==> config.mk <==
export PLATFORM = sky130hd
export DESIGN_NAME = uart_tx_arbiter
export DESIGN_NICKNAME = d
export VERILOG_FILES = /design/src/rtl/uart_tx_arbiter.sv
export SDC_FILE = /design/constraint.sdc
export NUM_CORES = 1
export LEC_CHECK = 0
export CAP_MARGIN = 20
export CORE_MARGIN = 3
export CORE_UTILIZATION = 35
export CTS_CLUSTER_DIAMETER = 150
export CTS_CLUSTER_SIZE = 10
export DETAILED_ROUTE_END_ITERATION = 6
export PLACE_DENSITY = 0.78
export SLEW_MARGIN = 20
export SYNTH_ARGS = -nofsm -noshare
export SYNTH_HDL_FRONTEND = slang
export SYNTH_SLANG_ARGS = --single-unit
export TNS_END_PERCENT = 20
==> constraint.sdc <==
create_clock -name bclk -period 1.8 [get_ports bclk]
set_input_delay 0.27 -clock bclk [delete_from_list [all_inputs] [get_ports bclk]]
set_output_delay 0.27 -clock bclk [all_outputs]
set_load 0.02 [all_outputs]
==> src/rtl/uart_tx_arbiter.sv <==
// uart_tx_arbiter: shares one UART TX serializer between NUM_REQ byte sources
// using round-robin arbitration, launches each captured byte, waits for the
// end of frame and inserts IDLE_GAP idle bit-clocks before the next grant.
// Optional: define UART_ARB_LOCK_EN to add the lock port for multi-byte bursts.
module uart_tx_arbiter #(
    parameter int NUM_REQ  = 4,
    parameter int DATA_W   = 8,
    parameter int ID_W     = 2,
    parameter int IDLE_GAP = 1
) (
    input  logic                      bclk,
    input  logic                      rst,
    input  logic [NUM_REQ-1:0]        req,
    input  logic [NUM_REQ*DATA_W-1:0] din,
`ifdef UART_ARB_LOCK_EN
    input  logic [NUM_REQ-1:0]        lock,
`endif
    output logic [NUM_REQ-1:0]        gnt,
    output logic [DATA_W-1:0]         tx_data,
    output logic                      tx_start,
    input  logic                      tx_busy,
    input  logic                      tx_done,
    output logic                      busy,
    output logic [ID_W-1:0]           cur_id
);

    typedef enum logic [2:0] {
        S_IDLE,
        S_GRANT,
        S_LAUNCH,
        S_WAIT_DONE,
        S_GAP
    } state_e;

    // Last gap-counter value; with IDLE_GAP = 0 the GAP state is never entered.
    localparam logic [3:0] GAP_LAST = 4'(IDLE_GAP - 1);
    localparam logic [ID_W-1:0] ID_RESET = ID_W'(NUM_REQ - 1);

    state_e              state_q, state_d;
    logic [NUM_REQ-1:0]  gnt_q, gnt_d;
    logic [DATA_W-1:0]   tx_data_q, tx_data_d;
    logic                tx_start_q, tx_start_d;
    logic                busy_q, busy_d;
    logic [ID_W-1:0]     cur_id_q, cur_id_d;
    logic [3:0]          gap_cnt_q, gap_cnt_d;
`ifdef UART_ARB_LOCK_EN
    logic                lock_pend_q, lock_pend_d;
`endif

    logic                rr_found;
    logic [ID_W-1:0]     rr_id;
    logic                win_valid;
    logic [ID_W-1:0]     win_id;

    // Round-robin search: first requester after cur_id, wrapping, cur_id last.
    always_comb begin
        rr_found = 1'b0;
        rr_id    = cur_id_q;
        for (int k = 1; k <= NUM_REQ; k++) begin
            if (!rr_found && req[(int'(cur_id_q) + k) % NUM_REQ]) begin
                rr_found = 1'b1;
                rr_id    = ID_W'((int'(cur_id_q) + k) % NUM_REQ);
            end
        end
    end

    // Next-state and registered-output computation.
    always_comb begin
        // NOTE: every signal gets a default before the case so no path can infer a latch.
        state_d    = state_q;
        gnt_d      = '0;
        tx_start_d = 1'b0;
        tx_data_d  = tx_data_q;
        cur_id_d   = cur_id_q;
        gap_cnt_d  = gap_cnt_q;
        win_valid  = rr_found;
        win_id     = rr_id;
`ifdef UART_ARB_LOCK_EN
        lock_pend_d = lock_pend_q;
        // A locked burst owner that is still requesting bypasses round-robin.
        if (lock_pend_q && req[cur_id_q]) begin
            win_valid = 1'b1;
            win_id    = cur_id_q;
        end
`endif

        case (state_q)
            S_IDLE: begin
                if (win_valid && !tx_busy) begin
                    state_d        = S_GRANT;
                    tx_data_d      = din[int'(win_id)*DATA_W +: DATA_W];
                    cur_id_d       = win_id;
                    gnt_d[win_id]  = 1'b1;
`ifdef UART_ARB_LOCK_EN
                    lock_pend_d    = 1'b0;
`endif
                end
            end
            S_GRANT: begin
                state_d    = S_LAUNCH;
                tx_start_d = 1'b1;
            end
            S_LAUNCH, S_WAIT_DONE: begin
                if (tx_done) begin
                    if (IDLE_GAP > 0) begin
                        state_d   = S_GAP;
                        gap_cnt_d = '0;
                    end else begin
                        state_d = S_IDLE;
                    end
`ifdef UART_ARB_LOCK_EN
                    lock_pend_d = lock[cur_id_q] && req[cur_id_q];
`endif
                end else begin
                    state_d = S_WAIT_DONE;
                end
            end
            S_GAP: begin
                if (gap_cnt_q == GAP_LAST) begin
                    state_d = S_IDLE;
                end else begin
                    gap_cnt_d = gap_cnt_q + 1'b1;
                end
            end
            default: state_d = S_IDLE;
        endcase

        busy_d = (state_d != S_IDLE);
    end

    // State and output registers with asynchronous active-high reset.
    always_ff @(posedge bclk or posedge rst) begin
        // NOTE: sequential state uses non-blocking assignments only.
        if (rst) begin
            state_q     <= S_IDLE;
            gnt_q       <= '0;
            tx_data_q   <= '0;
            tx_start_q  <= 1'b0;
            busy_q      <= 1'b0;
            cur_id_q    <= ID_RESET;
            gap_cnt_q   <= '0;
`ifdef UART_ARB_LOCK_EN
            lock_pend_q <= 1'b0;
`endif
        end else begin
            state_q     <= state_d;
            gnt_q       <= gnt_d;
            tx_data_q   <= tx_data_d;
            tx_start_q  <= tx_start_d;
            busy_q      <= busy_d;
            cur_id_q    <= cur_id_d;
            gap_cnt_q   <= gap_cnt_d;
`ifdef UART_ARB_LOCK_EN
            lock_pend_q <= lock_pend_d;
`endif
        end
    end

    assign gnt      = gnt_q;
    assign tx_data  = tx_data_q;
    assign tx_start = tx_start_q;
    assign busy     = busy_q;
    assign cur_id   = cur_id_q;

endmodule

---- Word level (Yosys, flattened, before mapping) ----
Index checks and enable logic that the tools add are counted.
storage, ports and cells
  register bits ........................... 23
  bits of input ports ..................... 40
  output and inout port bits .............. 16
operators by class
  $add $sub $neg .......................... 5
  order comparisons ....................... 6
  equality and inequality tests ........... 6
  shifts and indexed selects .............. 1
  mux-type cells .......................... 32
  bitwise logic cells ..................... 4
  reduce and logical (&&, ||, !) cells .... 20
operators by type and width
  cell                 count
  $shiftx 32x6->8      1
  $lt 3x4->1 const B   4
  $mux 4               4
  $mux 1               14
  $pmux 3 s4           1
  $reduce_or 2->1      5
  $mux 3               3
  $bmux 1 s2           4
  $mux 2               4
  $pmux 4 s2           1
  $eq 3x2->1 const B   2
  $logic_and 1x1->1    5
  $add 2x1->2 const B  2
  $add 2x2->2 const B  2
  $add 4x1->4 const B  1
  $and 1x1->1 const A  4
  $logic_not 1->1      4
  $logic_not 4->1      1
  $ne 2x2->1 const B   2
  $eq 3x1->1 const B   1
  $eq 3x3->1 const B   1
  $logic_not 3->1      1
  $lt 2x3->1 const B   1
  $reduce_and 3->1     1
  5 further kinds      5

---- Logic depth before layout (Yosys ltp) ----
  depth after elaboration ................. 22
  mapped depth ............................ 7
  depth with buffers taken out ............ 7

---- Worst setup path before layout ----
No wires, ideal clock.
  path kind ............................... register to register
  start ................................... reg cur_id_q[1] (netlist: cur_id[1])
  end ..................................... reg tx_data_q[0] (netlist: tx_data[0])
  setup time .............................. 0.126 ns
  data arrival time ....................... 1.948 ns
  data required time ...................... 1.674 ns
  path slack .............................. -0.274 ns
  stages on the path, launching flop included .. 8
  clock period less this slack ............ 2.074 ns
  cells stage by stage .................... dfstp_2 > buf_6 > nand2b_4 > a21oi_4 > nor3_4 > buf_6 > mux2_4 > a221o_1
between the ends
  cells in the longest elaborated chain, start to end .. 16
  elaborated cells between the ends (all ways) .. 33
ends and longest elaborated chain
  item                                                                  line  source
  from (decl)                                                           44    logic [ID_W-1:0] cur_id_q, cur_id_d;
  from (signal assigned)                                                151   cur_id_q <= cur_id_d;
  parallel branches: the longest is 16 deep, another holds $add 2x1->2  --
  to (signal assigned)                                                  148   tx_data_q <= tx_data_d;
  to (decl)                                                             41    logic [DATA_W-1:0] tx_data_q, tx_data_d;
Several ways; the timed one is not identified. The select of a mux whose other input is x is not followed.
A chain may end at the register's enable or synchronous reset.

---- Worst setup path after layout ----
  start ................................... reg cur_id_q[1] (netlist: cur_id[1])
  end ..................................... reg tx_data_q[1] (netlist: tx_data[1])
The elaborated chain is that of the path after synthesis.

==> reports/metrics.yaml <==
setup_path:
  cp.required_ns: 1.95
  crit_path_end_kind: "register"
  ff2ff_setup_slack_ns: -0.13
  slowest_stage: "dfstp_2"
  max_stage_delay_ns: 0.61
  timing.critical_path.arrival_ns: 2.08
  worstSetupPathType: "register to register"
  critPathMaxFanout: 6
  cpMostUsedCell: "buf_6"
  critPathTopFamily: "flip-flops"
  crit_path_start_kind: "register"
  crit_chain: "buf_6 > nor3b_4 > nor3_4 > buf_6 > mux2_4 > a221o_1"
  crit_buf_inv: 2
hold_path:
  holdCritPathClass: "input port to async pin"
sta:
  rsz0062_at_grt: "true"
  worst_slew_pin_slew_ns: 0.422
  layout_min_cycle_time_ns: 1.93
  fmax_ghz: 0.518
  drv_slew: 0
  slew_headroom_pct: 71.8
  hold_viol: 0
  fin_skew_ns: 0.00523
  fin_ws_ns: -0.131
  hold_slack_ns: 0.238
  period_share_pct: 107
  setup_viol: 8
  tns_ns: -0.847
grt:
  grt_max_degree: 13
  antenna_found_initial: 0
  overflow: 0
  grt_pass1_vias: 1453
  grt_first_pass_wirelength_um: 6540
  grtUsageTotal_pct: 18.8
power:
  vdd_ir_drop_max_mv: 0.666
  switching_share_pct: 38.3
  power-per-cell-area_nw_per_um2: 1360
  p_comb_share_pct: 60.9
  intPower_uw: 1870
  seqPwrFrac_pct: 28.6
  p_leak_uw: 0.000990
  switchingPower_uw: 1160
  pwr-share-clk_pct: 10.5
floorplan:
  die_x_um: 68.0
  core_um2: 3520
  dieHeight_um: 68.0
  pin_count: 56
  rows: 21
  start_util_pct: 38.2
  die_area_um2: 4620
route:
  route.met2.wl_um: 2210
  wl_met1_um: 1670
  viasPerCell: 5.27
  wl_um: 4140
  drt_pass1_iterations: 4
  wire_per_inst_um: 16.3
  drt_iter0_drc: 53
  route.detailed.drc: 0
  met3WireLength_um: 163
  top_layer: "met4"
  via_count: 1334
  ant_nets: 0
place:
  place_inst: 245
  routabilityCongestion: 0.867
  hpwl_um: 3320
  io_buffers: 55
  postPlaceCellArea_um2: 2120
status:
  status: "complete, but fails checks"
  violations: "negative setup slack"
synthesis:
  syn-cell-area_um2: 1350
  synth_edf_count: 0
  ys_warn_count: 0
  async_flop_share_pct: 100
  syn_area_per_cell_um2: 10.9
  ys_seq_elements: 23
  dominantRegCellSynth: "dfrtp_1"
  synth_cells: 123
  syn-num-nets: 165
  synth_cell_type_count: 39
  ys_seq_area_share_pct: 43.0
clocking:
  cts.clk_slew.worst_paths_ns: 0.08
  clockRootBuffer: "clkbuf_8"
  clkLatencyLatePin_ns: 0.26
  cts_buffers: 3
  clk_path_buf_depth: 2
  clock-sinks: 23
  cts_tree: "built"
  h-tree-depth: 1
final_layout:
  num-nets-final: 250
  stdcell_area_um2: 2220
  syn_to_final_growth_pct: 65.1
  insertedDiodeCount: 0
  fin_cells: 253
  drive_gt1_share_pct: 26.1
  final_util_pct: 63.1
job:
  drv_cap: 0
## path summary, 6_finish.rpt
kind	startpoint	end	cells past startpoint
worst max-delay path	cur_id[1]	tx_data[1]	6
worst min-delay path	rst	gnt[2]	2
min in group bclk	state_q[1]	tx_start	1
worst max register to register	cur_id[1]	tx_data[1]	6
worst min register to register	state_q[1]	tx_start	1
max in group asynchronous	rst	cur_id[0]	3
## worst register-to-register path: cells and delay by family, from the launching register on
family	cells	cell delay, ns
compound gates	1	0.30
mux	1	0.31
buf+inv	2	0.30
simple gates	2	0.31
flops	1	0.61
## cell families after synthesis
family | Yosys count | synth area share, %
compound gates | 40 | 23.0
simple gates | 37 | 18.0
flops | 23 | 43.0
buf+inv | 10 | 3.91
mux | 10 | 9.58
fa+ha+maj | 2 | 1.86
xor+xnor | 1 | 0.651
## per-stage QoR
| step | setup slack [ns] | total power [uW] |
|---|---|---|
| 2_1_floorplan | -0.202 | 1830 |
| 3_3_place_gp | -0.317 | 2540 |
| 3_5_place_dp | -0.374 | 2620 |
| 4_1_cts | -0.166 | 3020 |
| 5_1_grt | -0.193 | 3230 |
| 6_report | -0.131 | 3030 |
## registers in the layout (all words and copies together), names as in the netlist
register	flops
busy	1
cur_id	2
gap_cnt_q	4
gnt	4
state_q	3
tx_data	8
tx_start	1
## power by group through the flow
stage                     Combinational, uW  Clock (uW)  Sequential, uW
after global routing                   1980         357             893
final                                  1850         318             866
after floorplan                         813           0            1020
after detailed placement               1740           0             880
after CTS                              1840         326             860
after global placement                 1670           0             873
## cell usage after synthesis, types with 2 or more instances
cell	number	area [um^2]
dfrtp_1	21	526
a21oi_1	10	50.1
nand4_1	9	56.3
o31ai_1	9	67.6
a221o_1	8	80.1
inv_1	6	22.5
nor2_1	6	22.5
mux2_4	5	75.1
nand2_1	4	15.0
o21ai_0	4	20.0
mux2_2	3	33.8
a21o_1	2	15.0
a21oi_4	2	32.5
and3_1	2	12.5
buf_6	2	22.5
clkbuf_1	2	7.51
dfstp_2	2	52.6
ha_1	2	25.0
mux2i_1	2	20.0
nand3_1	2	10.0
or3_1	2	12.5
## layer usage
metal	GRT usage, %	up-vias
met1	23.6	640
met4	7.69	0
met5	0	-
li1	-	647
met2	32.3	38
met3	2.63	9
## cells in the final DEF (no fill, tap or decap), types with 3 or more instances in the layout
cell type	instances
clkdlybuf4s50_1	53
buf_4	26
dfrtp_1	21
a21oi_1	10
nand4_1	9
o31ai_1	9
mux2_4	8
a221o_1	8
inv_1	6
nor2_1	5
o21ai_0	4
clkbuf_8	3
buf_6	3
## final cells by class
cell class | count | area [um^2]
multi-input combinational | 90 | 741
clock buffer | 4 | 45.0
sequential | 23 | 578
fill | 309 | 1300
inverter | 6 | 22.5
timing repair buffer | 84 | 777
tap | 46 | 57.6
## what timing repair did
item | CTS | global route
pin swaps | 4 | 2
endpoints found under the setup margin | 11 | 10
setup buffers | 4 | 0
hold buffers | 0 | 0
gates resized for setup | 8 | 2
(Power assumes the default switching activity.)
